<file path="config.mk">
export PLATFORM = sky130hd
export DESIGN_NAME = arc4_encrypt
export DESIGN_NICKNAME = d
export VERILOG_FILES = /design/src/rtl/arc4_encrypt.sv
export SDC_FILE = /design/constraint.sdc
export NUM_CORES = 1
export LEC_CHECK = 0
export ABC_AREA = 1
export CORE_UTILIZATION = 50
export CTS_CLUSTER_SIZE = 10
export DETAILED_ROUTE_END_ITERATION = 8
export PLACE_DENSITY = 0.87
export SLEW_MARGIN = 10
export SYNTH_ARGS = -nofsm -noshare
export SYNTH_HDL_FRONTEND = slang
export SYNTH_SLANG_ARGS = --single-unit
</file>
<file path="constraint.sdc">
create_clock -name clk -period 2.4 [get_ports clk]
set_input_delay 0.36 -clock clk [delete_from_list [all_inputs] [get_ports clk]]
set_output_delay 0.36 -clock clk [all_outputs]
set_load 0.1 [all_outputs]
</file>
<file path="src/rtl/arc4_encrypt.sv">
// ARC4 encryptor: builds the S-box in an external 256x8 memory, then streams a
// length-prefixed plaintext image into a length-prefixed ciphertext image.
module arc4_encrypt #(
    parameter int KEY_BYTES = 3
) (
    input  logic                   clk,
    input  logic                   rst_n,
    input  logic                   en,
    output logic                   rdy,
    input  logic [8*KEY_BYTES-1:0] key,
    output logic [7:0]             pt_addr,
    input  logic [7:0]             pt_rddata,
    output logic [7:0]             ct_addr,
    output logic [7:0]             ct_wrdata,
    output logic                   ct_wren,
    output logic [7:0]             s_addr,
    output logic [7:0]             s_wrdata,
    output logic                   s_wren,
    input  logic [7:0]             s_rddata
);

    localparam logic [7:0] KB_LAST = 8'(KEY_BYTES - 1);

    typedef enum logic [4:0] {
        IDLE,
        INIT,
        KSA_RD_I,
        KSA_GET_I,
        KSA_RD_J,
        KSA_GET_J,
        KSA_WR_I,
        KSA_WR_J,
        LEN_RD,
        LEN_GET,
        LEN_WR,
        PRGA_RD_I,
        PRGA_GET_I,
        PRGA_RD_J,
        PRGA_GET_J,
        PRGA_WR_I,
        PRGA_WR_J,
        PRGA_RD_PAD,
        PRGA_GET_PAD,
        PRGA_WR_CT,
        DONE
    } state_t;

    state_t state, state_nx;

    logic [7:0] i_r, i_nx;
    logic [7:0] j_r, j_nx;
    logic [7:0] k_r, k_nx;
    logic [7:0] kb_r, kb_nx;

    logic [7:0]             si_r, si_nx;
    logic [7:0]             sj_r, sj_nx;
    logic [7:0]             len_r, len_nx;
    logic [7:0]             ct_r, ct_nx;
    logic [8*KEY_BYTES-1:0] key_r, key_nx;

    // Byte n of the key, counting from the most significant byte.
    function automatic logic [7:0] key_byte(input logic [8*KEY_BYTES-1:0] kv,
                                            input logic [7:0]             n);
        logic [8*KEY_BYTES-1:0] sh;
        sh = kv << {n, 3'b000};
        return sh[8*KEY_BYTES-1 -: 8];
    endfunction

    always_ff @(posedge clk or negedge rst_n) begin
        if (!rst_n) begin
            state <= IDLE;
            i_r   <= '0;
            j_r   <= '0;
            k_r   <= '0;
            kb_r  <= '0;
        end else begin
            state <= state_nx;
            i_r   <= i_nx;
            j_r   <= j_nx;
            k_r   <= k_nx;
            kb_r  <= kb_nx;
        end
    end

    // Datapath captures carry no reset; they are always loaded before use.
    always_ff @(posedge clk) begin
        si_r  <= si_nx;
        sj_r  <= sj_nx;
        len_r <= len_nx;
        ct_r  <= ct_nx;
        key_r <= key_nx;
    end

    // Outputs decode state and registers only, never the inputs directly.
    always_comb begin
        state_nx  = state;
        i_nx      = i_r;
        j_nx      = j_r;
        k_nx      = k_r;
        kb_nx     = kb_r;
        si_nx     = si_r;
        sj_nx     = sj_r;
        len_nx    = len_r;
        ct_nx     = ct_r;
        key_nx    = key_r;
        rdy       = 1'b0;
        pt_addr   = '0;
        ct_addr   = '0;
        ct_wrdata = '0;
        ct_wren   = 1'b0;
        s_addr    = '0;
        s_wrdata  = '0;
        s_wren    = 1'b0;

        unique case (state)
            IDLE, DONE: begin
                rdy = 1'b1;
                if (en) begin
                    key_nx   = key;
                    i_nx     = '0;
                    state_nx = INIT;
                end
            end

            INIT: begin
                s_addr   = i_r;
                s_wrdata = i_r;
                s_wren   = 1'b1;
                i_nx     = i_r + 8'd1;
                if (i_r == 8'hFF) begin
                    j_nx     = '0;
                    kb_nx    = '0;
                    state_nx = KSA_RD_I;
                end
            end

            KSA_RD_I: begin
                s_addr   = i_r;
                state_nx = KSA_GET_I;
            end

            KSA_GET_I: begin
                si_nx    = s_rddata;
                j_nx     = j_r + s_rddata + key_byte(key_r, kb_r);
                state_nx = KSA_RD_J;
            end

            KSA_RD_J: begin
                s_addr   = j_r;
                state_nx = KSA_GET_J;
            end

            KSA_GET_J: begin
                sj_nx    = s_rddata;
                state_nx = KSA_WR_I;
            end

            KSA_WR_I: begin
                s_addr   = i_r;
                s_wrdata = sj_r;
                s_wren   = 1'b1;
                state_nx = KSA_WR_J;
            end

            KSA_WR_J: begin
                s_addr   = j_r;
                s_wrdata = si_r;
                s_wren   = 1'b1;
                i_nx     = i_r + 8'd1;
                kb_nx    = (kb_r == KB_LAST) ? 8'd0 : kb_r + 8'd1;
                state_nx = (i_r == 8'hFF) ? LEN_RD : KSA_RD_I;
            end

            LEN_RD: begin
                pt_addr  = '0;
                state_nx = LEN_GET;
            end

            LEN_GET: begin
                len_nx   = pt_rddata;
                state_nx = LEN_WR;
            end

            // i is preloaded with 1: the per-byte pre-increment of i folded in.
            LEN_WR: begin
                ct_addr   = '0;
                ct_wrdata = len_r;
                ct_wren   = 1'b1;
                i_nx      = 8'd1;
                j_nx      = '0;
                k_nx      = 8'd1;
                state_nx  = (len_r == 8'd0) ? DONE : PRGA_RD_I;
            end

            PRGA_RD_I: begin
                s_addr   = i_r;
                state_nx = PRGA_GET_I;
            end

            PRGA_GET_I: begin
                si_nx    = s_rddata;
                j_nx     = j_r + s_rddata;
                state_nx = PRGA_RD_J;
            end

            PRGA_RD_J: begin
                s_addr   = j_r;
                state_nx = PRGA_GET_J;
            end

            PRGA_GET_J: begin
                sj_nx    = s_rddata;
                state_nx = PRGA_WR_I;
            end

            PRGA_WR_I: begin
                s_addr   = i_r;
                s_wrdata = sj_r;
                s_wren   = 1'b1;
                state_nx = PRGA_WR_J;
            end

            PRGA_WR_J: begin
                s_addr   = j_r;
                s_wrdata = si_r;
                s_wren   = 1'b1;
                state_nx = PRGA_RD_PAD;
            end

            PRGA_RD_PAD: begin
                s_addr   = si_r + sj_r;
                pt_addr  = k_r;
                state_nx = PRGA_GET_PAD;
            end

            PRGA_GET_PAD: begin
                ct_nx    = pt_rddata ^ s_rddata;
                state_nx = PRGA_WR_CT;
            end

            // Termination is tested before k advances, so len 255 never wraps k.
            PRGA_WR_CT: begin
                ct_addr   = k_r;
                ct_wrdata = ct_r;
                ct_wren   = 1'b1;
                if (k_r == len_r) begin
                    state_nx = DONE;
                end else begin
                    k_nx     = k_r + 8'd1;
                    i_nx     = i_r + 8'd1;
                    state_nx = PRGA_RD_I;
                end
            end

            default: state_nx = IDLE;
        endcase
    end

endmodule
</file>
==> results_dict.tcl <==
set metrics [dict create \
    path_clk_slew_ns 0.08 \
    fin_skew_ns 0.009544 \
    initial_utilization_pct 52.19 \
    slowest_delay_ns 0.46 \
    place_ws_ns -0.5564 \
    synthesis.nets 767 \
    min_path_type "input pin to async pin" \
    netlist-cell-type-count 46 \
    yosysTopAreaCellShare_pct 29.21 \
    drt_first_pass_iters 6 \
    ys_seq_elements 93 \
    drive_gt1_share_pct 33.79 \
    p_comb_share_pct 60.5 \
    power_leakage_uw 0.003842 \
    synth_top_cells_by_area "edfxtp_1 29%, dfrtp_1 16%, nand2_1 12%, ha_1 5.4%, nand3_1 5.1%" \
    synthFlopType "edfxtp_1" \
    clkPwrFrac_pct 16.4 \
    p_int_uw 5131 \
    arrival_ns 2.34 \
    endpoint_kind "output port" \
    violations "negative setup slack" \
    first_global_vias 5734 \
    synth-seq-area-share_pct 45.29 \
    post_drt_wl_per_cell_um 17.56 \
    crit_path_max_fanout 3 \
    worstPathRequired_ns 2.04 \
    row_count 38 \
    ys_async_sr_fraction_pct 39.78 \
    yosys.area.top_type "edfxtp_1" \
    period_share_pct 112.6 \
    root_buffer "clkbuf_16" \
    ioPinCount 86 \
    hold_viol_final 0 \
    switchingPower_uw 4185 \
    worst_pin_slew_ns 0.5312 \
    fin_ws_ns -0.3034 \
    report.final.slew_viol_count 0 \
    p_sw_share_pct 44.92 \
    final_cell_mix "162 x nand2_1, 81 x buf_4, 68 x inv_1" \
    cts_tree "built" \
    worstSetupStartpointType "register" \
    clockBufferDepth 2 \
    fmax_mhz 369.9 \
    grt_pass1_wl_mm 27.29 \
    p_seq_share_pct 23.1 \
    n_antenna_cell 0 \
    final_common_cell "nand2_1" \
    die_area_mm2 0.01195 \
    antenna_found_initial 0 \
    grt_max_degree 28 \
    rsz0062_at_grt "yes" \
    path_common_cell "nand2_2" \
    powerDensity_mw_per_mm2 1060 \
    max-cap-violations 0 \
    min_period_ns 2.703 \
    nets 948 \
    ys_warn_count 0 \
    port_buffers 85 \
    finalSetupViolCount 17 \
    status "finished with violations" \
    postSynthAreaPerCell_um2 8.271 \
    dp_hpwl_mm 12.35 \
    place_congestion 0.9351 \
    cts_buffers 9 \
    routed_via_density 5.712 \
    postRouteAntennaNets 0 \
    coreArea_mm2 0.01103 \
    syn_to_final_growth_pct 52.73 \
    hold_slack_ns 0.4299 \
    vias 5838 \
    critical_path.cell_chain "inv_1, fa_2, inv_2, nand3_2, nand2_1, nand2_2, nand2_2, a21oi_2, xor2_2, o21bai_4, buf_12" \
    n_fill_cell 634 \
    cts_htree_levels 3 \
    slew_headroom_pct 64.59 \
    die_x_um 109.3 \
    syn_inst 696 \
    cp_slowest_cell "edfxtp_1" \
    clock_latency_ns 0.36 \
    synth_edf_count 56 \
    ir_worst_vdd_v 0.001290 \
    drt_iter0_markers 477 \
    grt-ovfl-total 0 \
    crit_type "register to output port" \
    syn_area_mm2 0.005757 \
    drc 0 \
    routed_wl_mm 17.95 \
    die_h_um 109.3 \
    cts.sinks 93 \
    grt_usage_pct 30.66 \
]
## synth_stat cells, types with 2 or more instances
master	number
o21bai_1	2
o22ai_1	4
nand3b_1	2
a22oi_1	3
nor2_4	2
nor2_1	71
xnor2_1	2
xor2_1	24
nand3_1	59
nor4_1	5
nand2_2	8
buf_2	2
nor2_2	6
nor3_1	5
inv_1	77
clkbuf_1	6
o211ai_1	9
or2_2	4
o31ai_1	2
fa_1	3
edfxtp_1	56
ha_1	25
inv_2	9
o21ai_1	6
nand2_1	179
o21ai_0	27
dfrtp_1	37
nand4_1	12
o21ai_2	8
a21oi_1	25
## critical path, delay by kind of cell (launching register included)
family	cells	cell delay, ns
AND/OR/NAND/NOR	4	0.33
buffers and inverters	3	0.38
XOR/XNOR	1	0.16
AO/OA/AOI/OAI	2	0.25
flip-flops	1	0.46
adder cells (fa/ha/maj)	1	0.39
## metal layers
| metal | wire length (um) | track usage, % |
|---|---|---|
| met1 | 6496 | 34.73 |
| met3 | 1326 | 5.691 |
| met4 | 1131 | 18.76 |
| met5 | 0 | 0 |
| met2 | 8996 | 53.55 |
## state kept, by name, indices dropped and copies added, names as in the netlist
signal,cells
key_r,24
ct_r,8
i_r,8
j_r,8
k_r,8
kb_r,8
len_r,8
si_r,8
sj_r,8
state,5
## area by class of cell
type | instances | area, um^2 | share of cell area, %
multi-input combinational | 506 | 3276 | 37.26
inverter | 87 | 342.8 | 3.899
tap | 140 | 175.2 | 1.992
clock inverter | 7 | 87.58 | 0.9962
timing repair buffer | 180 | 2073 | 23.58
sequential | 93 | 2613 | 29.71
clock buffer | 9 | 225.2 | 2.562
## per-stage QoR
step                      utilization (%)  instance area, um^2  TNS (ns)  total power (uW)  cells
after floorplan                         -                 5863    -8.943              4909    696
after CTS                           76.61                 8451   -0.3514              8563   1013
after global routing                79.71                 8792    -2.973              9744   1022
final                               79.71                 8792    -1.616              9316   1022
after detailed placement            69.96                 7717    -3.049              6474    973
after global placement              69.96                 7717    -2.516              6404    973
## path summary, 6_finish.rpt
kind,from,end,slack [ns],cells after the start
worst max-delay path,si_r[1],s_addr[6],-0.30,11
worst min-delay path,rst_n,k_r[1],0.43,2
worst max register to register,j_r[0],j_r[7],-0.17,15
worst min register to register,j_r[7],j_r[7],0.56,2
max in group asynchronous,rst_n,state[1],1.24,3
min in group clk,s_rddata[1],si_r[1],0.43,2
## repair_timing
item	4_1_cts	5_1_grt
setup endpoints to repair	24	28
resized for setup	53	65
endpoints found under the hold margin	10	0
buffers inserted	23	12
hold buffers	1	0
pin swaps	33	46
gates cloned	0	0
## logic make-up after synthesis
logic type / Yosys count / synth area share (%)
adders and majority gates: 28 / 6.477
and+or+nand+nor: 359 / 27.65
AOI/OAI and AO/OA: 93 / 10.02
buffers and inverters: 97 / 6.607
xor gates and xnor gates: 26 / 3.956
DFF: 93 / 45.29
## power groups by stage
stage               Sequential, uW  Clock, uW  Combinational (uW)
finish                        2150       1530                5640
global route                  2170       1580                5990
detailed placement            2160          0                4320
floorplan                     2100          0                2810
global placement              2150          0                4260
CTS                           2140       1520                4910
Power figures use the tool's default switching activity.
